<file path="config.mk">
export PLATFORM = sky130hd
export DESIGN_NAME = lcd_spi_receiver
export DESIGN_NICKNAME = d
export VERILOG_FILES = /design/src/rtl/lcd_pkg.sv /design/src/rtl/lcd_spi_sync.sv /design/src/rtl/lcd_spi_receiver.sv
export SDC_FILE = /design/constraint.sdc
export NUM_CORES = 2
export LEC_CHECK = 0
export BUFFER_PORTS_ARGS = -buffer_cell sky130_fd_sc_hd__buf_2
export CAP_MARGIN = 40
export CORE_ASPECT_RATIO = 2
export CORE_UTILIZATION = 45
export CTS_CLUSTER_DIAMETER = 200
export CTS_CLUSTER_SIZE = 30
export DETAILED_ROUTE_END_ITERATION = 10
export GPL_TIMING_DRIVEN = 1
export HOLD_SLACK_MARGIN = 0.08
export PLACE_DENSITY_LB_ADDON = 0.12
export SLEW_MARGIN = 10
export SYNTH_ARGS = -nofsm -noshare
export SYNTH_HDL_FRONTEND = slang
export SYNTH_SLANG_ARGS = --single-unit
</file>
<file path="constraint.sdc">
create_clock -name clock -period 16.9 [get_ports clock]
set_input_delay 0.845 -clock clock [delete_from_list [all_inputs] [get_ports clock]]
set_output_delay 0.845 -clock clock [all_outputs]
set_load 0.01 [all_outputs]
</file>
<file path="src/rtl/lcd_pkg.sv">
// Shared constants for the PCD8544-style LCD receiver: geometry, opcode masks/values,
// display-mode encodings and framebuffer address helpers.
package lcd_pkg;

  localparam int COLS     = 84;
  localparam int BANKS    = 6;
  localparam int FB_BYTES = COLS * BANKS;

  localparam int X_W    = 7;
  localparam int Y_W    = 3;
  localparam int ADDR_W = 9;

  localparam logic [X_W-1:0] X_LAST = X_W'(COLS - 1);
  localparam logic [Y_W-1:0] Y_LAST = Y_W'(BANKS - 1);

  typedef enum logic [1:0] {
    DISP_BLANK   = 2'b00,
    DISP_ALL_ON  = 2'b01,
    DISP_NORMAL  = 2'b10,
    DISP_INVERSE = 2'b11
  } disp_mode_e;

  // A command matches an opcode when (byte & MSK_*) == OP_*.
  localparam logic [7:0] OP_NOP   = 8'h00;
  localparam logic [7:0] MSK_FUNC = 8'hF8, OP_FUNC = 8'h20;
  localparam logic [7:0] MSK_DISP = 8'hFA, OP_DISP = 8'h08;
  localparam logic [7:0] MSK_SETY = 8'hF8, OP_SETY = 8'h40;
  localparam logic [7:0] MSK_SETX = 8'h80, OP_SETX = 8'h80;
  localparam logic [7:0] MSK_TC   = 8'hFC, OP_TC   = 8'h04;
  localparam logic [7:0] MSK_BIAS = 8'hF8, OP_BIAS = 8'h10;
  localparam logic [7:0] MSK_VOP  = 8'h80, OP_VOP  = 8'h80;

  function automatic logic [ADDR_W-1:0] fb_addr(input logic [X_W-1:0] x,
                                                input logic [Y_W-1:0] y);
    return ADDR_W'(y) * ADDR_W'(COLS) + ADDR_W'(x);
  endfunction

endpackage

</file>
<file path="src/rtl/lcd_spi_sync.sv">
// Synchronises the slow serial-link inputs into the clock domain and flags
// rising edges of the synchronised sclk.
module lcd_spi_sync #(
  parameter int SYNC_STAGES = 2
) (
  input  logic clock,
  input  logic Reset,
  input  logic sclk,
  input  logic sce,
  input  logic mosi,
  input  logic dc,
  input  logic rst,
  output logic sclk_rise,
  output logic sce_s,
  output logic mosi_s,
  output logic dc_s,
  output logic rst_s
);

  logic [SYNC_STAGES-1:0] sclk_q, sce_q, mosi_q, dc_q, rst_q;
  logic                   sclk_prev;

  always_ff @(posedge clock) begin
    if (!Reset) begin
      // Active-low link inputs restart in their idle (deasserted) level.
      sclk_q    <= '0;
      sce_q     <= '1;
      mosi_q    <= '0;
      dc_q      <= '0;
      rst_q     <= '1;
      sclk_prev <= 1'b0;
    end else begin
      sclk_q    <= {sclk_q[SYNC_STAGES-2:0], sclk};
      sce_q     <= {sce_q[SYNC_STAGES-2:0], sce};
      mosi_q    <= {mosi_q[SYNC_STAGES-2:0], mosi};
      dc_q      <= {dc_q[SYNC_STAGES-2:0], dc};
      rst_q     <= {rst_q[SYNC_STAGES-2:0], rst};
      sclk_prev <= sclk_q[SYNC_STAGES-1];
    end
  end

  assign sclk_rise = sclk_q[SYNC_STAGES-1] & ~sclk_prev;
  assign sce_s     = sce_q[SYNC_STAGES-1];
  assign mosi_s    = mosi_q[SYNC_STAGES-1];
  assign dc_s      = dc_q[SYNC_STAGES-1];
  assign rst_s     = rst_q[SYNC_STAGES-1];

endmodule

</file>
<file path="src/rtl/lcd_spi_receiver.sv">
// Receive end of the 3-wire LCD link: byte deserialiser, command decoder,
// auto-incrementing address counters and a read-first framebuffer mirror.
module lcd_spi_receiver
  import lcd_pkg::*;
#(
  parameter int SYNC_STAGES = 2
) (
  input  logic              clock,
  input  logic              Reset,
  input  logic              sclk,
  input  logic              mosi,
  input  logic              sce,
  input  logic              dc,
  input  logic              rst,
  output logic              byte_valid,
  output logic [7:0]        byte_data,
  output logic              byte_is_dat,
  output logic [X_W-1:0]    cur_x,
  output logic [Y_W-1:0]    cur_y,
  output logic              func_pd,
  output logic              func_v,
  output logic              func_h,
  output logic [1:0]        disp_mode,
  output logic [6:0]        vop,
  output logic [2:0]        bias,
  output logic [1:0]        tc,
  output logic              cmd_err,
  input  logic [ADDR_W-1:0] rd_addr,
  output logic [7:0]        rd_data
);

  logic sclk_rise, sce_s, mosi_s, dc_s, rst_s;

  lcd_spi_sync #(.SYNC_STAGES(SYNC_STAGES)) u_sync (
    .clock     (clock),
    .Reset     (Reset),
    .sclk      (sclk),
    .sce       (sce),
    .mosi      (mosi),
    .dc        (dc),
    .rst       (rst),
    .sclk_rise (sclk_rise),
    .sce_s     (sce_s),
    .mosi_s    (mosi_s),
    .dc_s      (dc_s),
    .rst_s     (rst_s)
  );

  logic [6:0]        shift_q;
  logic [2:0]        bit_cnt;
  logic [7:0]        new_byte;
  logic              byte_done;
  logic              fb_we;
  logic [ADDR_W-1:0] wr_addr;
  logic [7:0]        mem [FB_BYTES];

  assign new_byte  = {shift_q, mosi_s};
  assign byte_done = sclk_rise && !sce_s && rst_s && (bit_cnt == 3'd7);
  assign fb_we     = byte_done && dc_s && Reset;
  assign wr_addr   = fb_addr(cur_x, cur_y);

  always_ff @(posedge clock) begin
    if (!Reset || !rst_s) begin
      bit_cnt     <= '0;
      shift_q     <= '0;
      byte_valid  <= 1'b0;
      byte_data   <= '0;
      byte_is_dat <= 1'b0;
      cur_x       <= '0;
      cur_y       <= '0;
      func_pd     <= 1'b1;
      func_v      <= 1'b0;
      func_h      <= 1'b0;
      disp_mode   <= DISP_BLANK;
      vop         <= '0;
      bias        <= '0;
      tc          <= '0;
      // The display reset line leaves the sticky error flag alone.
      if (!Reset) cmd_err <= 1'b0;
    end else begin
      byte_valid <= 1'b0;
      if (sce_s) begin
        bit_cnt <= '0;
      end else if (sclk_rise) begin
        shift_q <= new_byte[6:0];
        bit_cnt <= bit_cnt + 3'd1;
      end

      if (byte_done) begin
        byte_valid  <= 1'b1;
        byte_data   <= new_byte;
        byte_is_dat <= dc_s;
        if (dc_s) begin
          if (!func_v) begin
            if (cur_x == X_LAST) begin
              cur_x <= '0;
              cur_y <= (cur_y == Y_LAST) ? '0 : cur_y + 3'd1;
            end else begin
              cur_x <= cur_x + 7'd1;
            end
          end else begin
            if (cur_y == Y_LAST) begin
              cur_y <= '0;
              cur_x <= (cur_x == X_LAST) ? '0 : cur_x + 7'd1;
            end else begin
              cur_y <= cur_y + 3'd1;
            end
          end
        end else if (new_byte == OP_NOP) begin
        end else if ((new_byte & MSK_FUNC) == OP_FUNC) begin
          {func_pd, func_v, func_h} <= new_byte[2:0];
        end else if (!func_h) begin
          if ((new_byte & MSK_DISP) == OP_DISP) begin
            disp_mode <= {new_byte[2], new_byte[0]};
          end else if ((new_byte & MSK_SETY) == OP_SETY) begin
            if (new_byte[2:0] < Y_W'(BANKS)) cur_y <= new_byte[2:0];
            else cmd_err <= 1'b1;
          end else if ((new_byte & MSK_SETX) == OP_SETX) begin
            if (new_byte[6:0] < X_W'(COLS)) cur_x <= new_byte[6:0];
            else cmd_err <= 1'b1;
          end else begin
            cmd_err <= 1'b1;
          end
        end else begin
          if ((new_byte & MSK_TC) == OP_TC) tc <= new_byte[1:0];
          else if ((new_byte & MSK_BIAS) == OP_BIAS) bias <= new_byte[2:0];
          else if ((new_byte & MSK_VOP) == OP_VOP) vop <= new_byte[6:0];
          else cmd_err <= 1'b1;
        end
      end
    end
  end

  // Framebuffer contents survive both resets.
  always_ff @(posedge clock) begin
    if (fb_we) mem[wr_addr] <= new_byte;
  end

  always_ff @(posedge clock) begin
    if (!Reset) rd_data <= '0;
    else if (rd_addr < ADDR_W'(FB_BYTES)) rd_data <= mem[rd_addr];
    else rd_data <= '0;
  end

endmodule

</file>
### Word level (Yosys, flattened, before mapping)

Memory sizes are Yosys's and may differ from the RTL's. A register that Yosys moved wholly into a read port is not among the register bits.
Index checks and enable logic that the tools add are counted.
Widths: inputs -> output; s select.

| cells by class | value |
|---|---|
| add/subtract/negate cells | 4 |
| multipliers | 1 |
| order comparisons | 3 |
| equality and inequality tests | 25 |
| multiplexer cells | 39 |
| bitwise gates (word level) | 9 |
| reductions and logical operators | 27 |

Operators with widths:

| kind | number |
|---|---|
| $mux 7 | 11 |
| $mux 3 | 10 |
| $mux 1 | 18 |
| $reduce_and 8->1 | 2 |
| $ne 3x3->1 const B | 5 |
| $reduce_and 6->1 | 2 |
| $reduce_and 11->1 | 1 |
| $ne 2x1->1 const B | 5 |
| $reduce_bool 2->1 | 5 |
| $add 9x7->9 | 1 |
| $lt 9x9->1 const B | 1 |
| $reduce_and 9->1 | 1 |
| $logic_not 8->1 | 1 |
| $ne 2x2->1 const B | 4 |
| $ne 4x4->1 const B | 2 |
| $not 1->1 | 8 |
| $add 7x1->7 const B | 1 |
| $eq 7x7->1 const B | 1 |
| $lt 7x7->1 const B | 1 |
| $mul 3x5->7 const B | 1 |
| $reduce_and 7->1 | 1 |
| $add 3x1->3 const B | 2 |
| $eq 3x3->1 const B | 2 |
| $eq 6x1->1 const B | 1 |
| other kinds (13) | 21 |

| storage, ports and cells | value |
|---|---|
| bits in registers | 59 |
| RAM bits | 4032 |
| input port bits | 16 |
| output and inout port bits | 46 |
| memories kept | 1 |

Memories:

| name | words | width | rd ports | clocked after memory_dff | wr ports | line | text |
|---|---|---|---|---|---|---|---|
| mem | 504 | 8 | 1 | 1 | 1 | lcd_spi_receiver.sv:55 | `logic [7:0] mem [FB_BYTES];` |

### Logic depth before layout (Yosys ltp)

| depth | value |
|---|---|
| depth in word-level cells | 11 |
| gate-level depth with buffers | 15 |

### By module

A second synthesis with hierarchy kept.

| second synthesis, totals | value |
|---|---|
| cells, all modules | 7643 |
| area total of the unflattened synthesis | 159804.5 µm² |

By module, submodules not included:

| module | times used | cells an instance | area each (µm²) | sequential area each (µm²) |
|---|---|---|---|---|
| lcd_spi_receiver | 1 | 7619 | 159498.0 | 122207.2 |
| lcd_spi_sync | 1 | 24 | 306.5 | 220.2 |

### Least setup slack after synthesis

Ideal clock, no wire load.

| timing | value |
|---|---|
| kind | register to register |
| from | reg shift_q[6] |
| to | reg cur_x[3] |
| arrival | 9037 ps |
| required time | 16781 ps |
| slack | 7744 ps |
| cell stages (with the launch flop) | 8 |
| path buffers | 1 |
| period minus slack after synthesis | 9156 ps |
| cells stage by stage | dfxtp_1 nor4_1 nor4b_1 or3_1 a21oi_1 o211ai_1 clkbuf_1 o221a_2 |

| on the way | value |
|---|---|
| longest elaborated chain between the ends | 3 |
| elaborated cells between the ends (all ways) | 10 |

RTL lines:

| element | line | text |
|---|---|---|
| start: declaration | lcd_spi_receiver.sv:49 | `logic [6:0] shift_q;` |
| start signal: assignment | lcd_spi_receiver.sv:85 | `shift_q <= new_byte[6:0];` |
| $eq 6x2->1 (tied with other cells) | lcd_spi_receiver.sv:113 | `if ((new_byte & MSK_DISP) == OP_DISP) begin` |
| $ne 2x1->1 (no line) | - |  |
| $reduce_and 9->1 (no line) (*) | - |  |
| end signal: assignment | lcd_spi_receiver.sv:99 | `cur_x <= cur_x + 7'd1;` |
| end signal: assignment | lcd_spi_receiver.sv:104 | `cur_x <= (cur_x == X_LAST) ? '0 : cur_x + 7'd1;` |
| end signal: assignment | lcd_spi_receiver.sv:119 | `if (new_byte[6:0] < X_W'(COLS)) cur_x <= new_byte[6:0];` |
| end: declaration | lcd_spi_receiver.sv:18 | `output logic [X_W-1:0] cur_x,` |

Every way passes the cells marked *; elsewhere a longest branch is shown, timed or not.
A chain may end at the register's enable or synchronous reset.

### Final worst setup path

| timing | value |
|---|---|
| from | in rd_addr[0] |
| to | reg rd_data[5] (read register of mem) |

| on the way | value |
|---|---|
| longest elaborated chain between the ends | 3 |

RTL lines:

| element | line | text |
|---|---|---|
| start: declaration | lcd_spi_receiver.sv:28 | `input logic [ADDR_W-1:0] rd_addr,` |
| $lt 9x9->1 | lcd_spi_receiver.sv:141 | `else if (rd_addr < ADDR_W'(FB_BYTES)) rd_data <= mem[rd_addr];` |
| $reduce_and 2->1 (no line) | - |  |
| $logic_not 1->1 (no line) | - |  |
| end: declaration | lcd_spi_receiver.sv:29 | `output logic [7:0] rd_data` |

Parallel ways exist; a longest one is shown, timed or not.

==> results by group <==
GRT
  – Initial antenna violation count: 29
  – Grt ovf: 0
  – First-pass GRT wire length: approximately 680000 um
  – Number of global-route vias before repair: between 80000 and 90000
  – GRT Resource Usage Total: 27.6%
  – Largest net degree at the start of global routing: 181

Timing
  – Slew HR: 30.8%
  – Final Setup Violations: 0
  – Final Max Tran Viols: 0
  – Least-Margin Pin Slew: around 1000 ps
  – Max frequency: 173 MHz
  – Final period utilization: 34.3%
  – RSZ-0062 raised after global routing: no
  – Clock Skew: about 52 ps
  – Sum Neg Setup Slack: 0 ps
  – Hold Vio Cnt, Final: 0
  – Post-layout min period: 5790 ps

Clock network
  – Worst skew pair latency: 920 ps
  – Total clock sinks: 4099
  – Post-CTS Setup Inserts: 0
  – Hold buffers post-CTS: 5
  – CTS buffer count: 162
  – Clock-pin slew on the worst setup and hold paths: between 100 and 150 ps
  – Htree depth: 4
  – CTS tree: built
  – CTS resizes: 0
  – Clk buf depth: 4
  – Root buf cell: clkbuf_16

Status
  – Status: finished clean

Synth
  – Yosys warns: 0
  – Post-synth ARST share: 0%
  – EDFF count, synth: roughly 4000
  – Area leader, netlist: edfxtp_1
  – Syn_nets: 7659
  – Area of the mapped netlist: 159000 um^2
  – Ys flop type: edfxtp_1
  – Yosys reg bits: between 4000 and 5000
  – Area contributors post-synth: edfxtp_1, mux4_2, mux2i_1, nor2_1, dfxtp_1
  – Netlist cell types: 75
  – Syn Inst Count: 7626
  – Synth top area share: 75.9%
  – Post-synthesis sequential area ratio: approximately 77%
  – Mean Syn Cell Area: 20.9 um^2

Power
  – Power share of the clock group: 29.5%
  – Worst vdd ir: roughly 110 uV
  – Net Sw Frac: 21.2%
  – Switching power: 3510 uW
  – Gate power share: 3.9%
  – P_leak: 0.0533 uW
  – Pint: ~13000 uW
  – Sequential power share: 66.6%
  – Power per cell area: 95.6 nW/um^2

Final layout
  – Fraction of layout cells with a size suffix above 1: a little under a quarter
  – NumNets Final: 7953
  – Finished Core Util: 49.1%
  – Area Growth Syn to Fin: 8.36%

Floorplanning
  – Core area: 352000 um^2
  – Starting Density: 45.3%
  – Die footprint: 357000 um^2
  – Die height: 844 um
  – FP Rows: between 300 and 400
  – Die width: 423 um
  – I/O pin total: 62

Placed design
  – Hpwl dp: approximately 330000 um
  – Port buffer count: 61
  – Final GP Congestion: 0.872

Worst setup path
  – Crit end category: flop
  – Critical path class: in2reg
  – Crit path DAT: about 6600 ps
  – Crit path max fanout: 78
  – R2R setup slack: 12140 ps
  – Startpoint types: input pin
  – CP required: 17680 ps

Drt
  – Detailed Routing Iterations Pass 1: 6
  – Vias after detailed routing: 79300
  – Drt wl/cell: 39.1 um
  – Routed wire length: 494000 um
  – Residual DRC count: 0
  – Starting DRT DRC Count: 8920
  – Vias per Instance: 6.27
  – Antenna Nets Post-Route: 0

Flow run
  – Max Cap Violations: 0

Min path
  – Worst Hold Class: in2reg
[flip-flops by register name, summed over array words and instances, names as in the netlist, 3 cells and up]
| name | cells |
|---|---|
| byte_data | 8 |
| shift_q | 7 |
| mem | 4032 |
| cur_x | 7 |
| rd_data | 8 |
| cur_y | 3 |
| bias | 3 |
| vop | 7 |
| bit_cnt | 3 |
[metal layers]
metal	GRT usage, %	vias to the layer above	routed length (um)
met5	0	-	48
met4	15.8	8	33300
met3	2.75	773	25800
met2	50.0	3159	266000
met1	31.5	43400	169000
li1	-	32000	-
[per-stage QoR]
step	std cells	hold WS [ps]	area (um^2)	power, uW	setup slack (ps)
3_3_place_gp	12100	400	165000	11900	8960
3_5_place_dp	12400	397	168000	11900	9850
5_1_grt	12600	423	173000	16900	10730
4_1_cts	12600	338	172000	16600	10880
6_report	12700	406	173000	16500	11110
2_1_floorplan	7626	386	159000	11600	7740
[power by group through the flow]
stage                     clock [uW]  combinational [uW]  sequential [uW]
after detailed placement           0                 654            11200
final                           4870                 652            11000
after global routing            5200                 663            11000
after CTS                       4950                 655            11000
after floorplan                    0                 348            11200
after global placement             0                 636            11200
[worst max-delay path, stage by stage]
cell,delay (ps)
buf_12,290
buf_12,510
buf_4,620
buf_4,690
buf_4,700
mux4_2,590
nand2_1,90
a311oi_1,200
a2111oi_1,470
buf_1,230
o22ai_1,240
a31oi_1,590
o22ai_1,170
[layout make-up]
class | count | area [um^2]
fill | 28600 | 179000
sequential | 4099 | 122000
multi-input combinational | 3045 | 34700
tap | 4650 | 5820
timing repair buffer | 600 | 5330
clock buffer | 225 | 4350
inverter | 12 | 62.6
antenna | 20 | 50.0
clock inverter | 2 | 25.0
[logic make-up after synthesis]
kind of cell | Yosys count | share of synthesized area, %
flops | 4099 | 76.8
mux | 1261 | 15.6
simple gates | 1115 | 2.98
compound gates | 640 | 2.77
buf+inv | 482 | 1.69
fa+ha+maj | 17 | 0.138
xor+xnor | 12 | 0.0659
[path summary, 6_finish.rpt]
kind | endpoint | from | cells past startpoint
setup / recovery | rd_data[5] | rd_addr[0] | 13
hold / removal | u_sync.sce_q[0] | Reset | 3
setup reg to reg | mem[2][0] | cur_y[0] | 11
hold reg to reg | u_sync.rst_q[1] | u_sync.rst_q[0] | 1
[cell usage after synthesis (68+ instances only)]
cell type / count
edfxtp_1: 4033
mux4_2: 964
nor2_1: 596
mux2i_1: 254
nand2_1: 246
clkbuf_1: 226
a21oi_1: 130
a22oi_1: 90
o21ai_0: 86
buf_2: 71
buf_4: 70
nand3_1: 68
o22ai_1: 68
[layout by cell type, fill, tap and decap left out, types with 8 or more instances in the layout]
cell type and n:
edfxtp_1 4033, mux4_2 964, nor2_1 592, buf_4 450, mux2i_1 254, nand2_1 233
clkbuf_16 165, a21oi_1 130, a22oi_1 90, o21ai_0 83, o22ai_1 67, nand3_1 64
buf_2 64, clkbuf_1 60, dfxtp_1 58, nor3_1 45, a221oi_1 45, o221ai_1 37
mux2_2 35, buf_16 31, and2_1 29, a22o_1 29, a211oi_1 24, buf_6 21
diode_2 20, o211ai_1 20, nand2b_1 19, nor2b_1 18, nand4_1 18, a31oi_1 18
and3_1 16, a311oi_1 16, ha_1 16, buf_12 16, nand2_4 12, o2111ai_1 11
buf_8 11, nor4_1 9, mux4_1 8, dfxtp_4 8
Note: power is estimated with default switching activity, not from simulation.
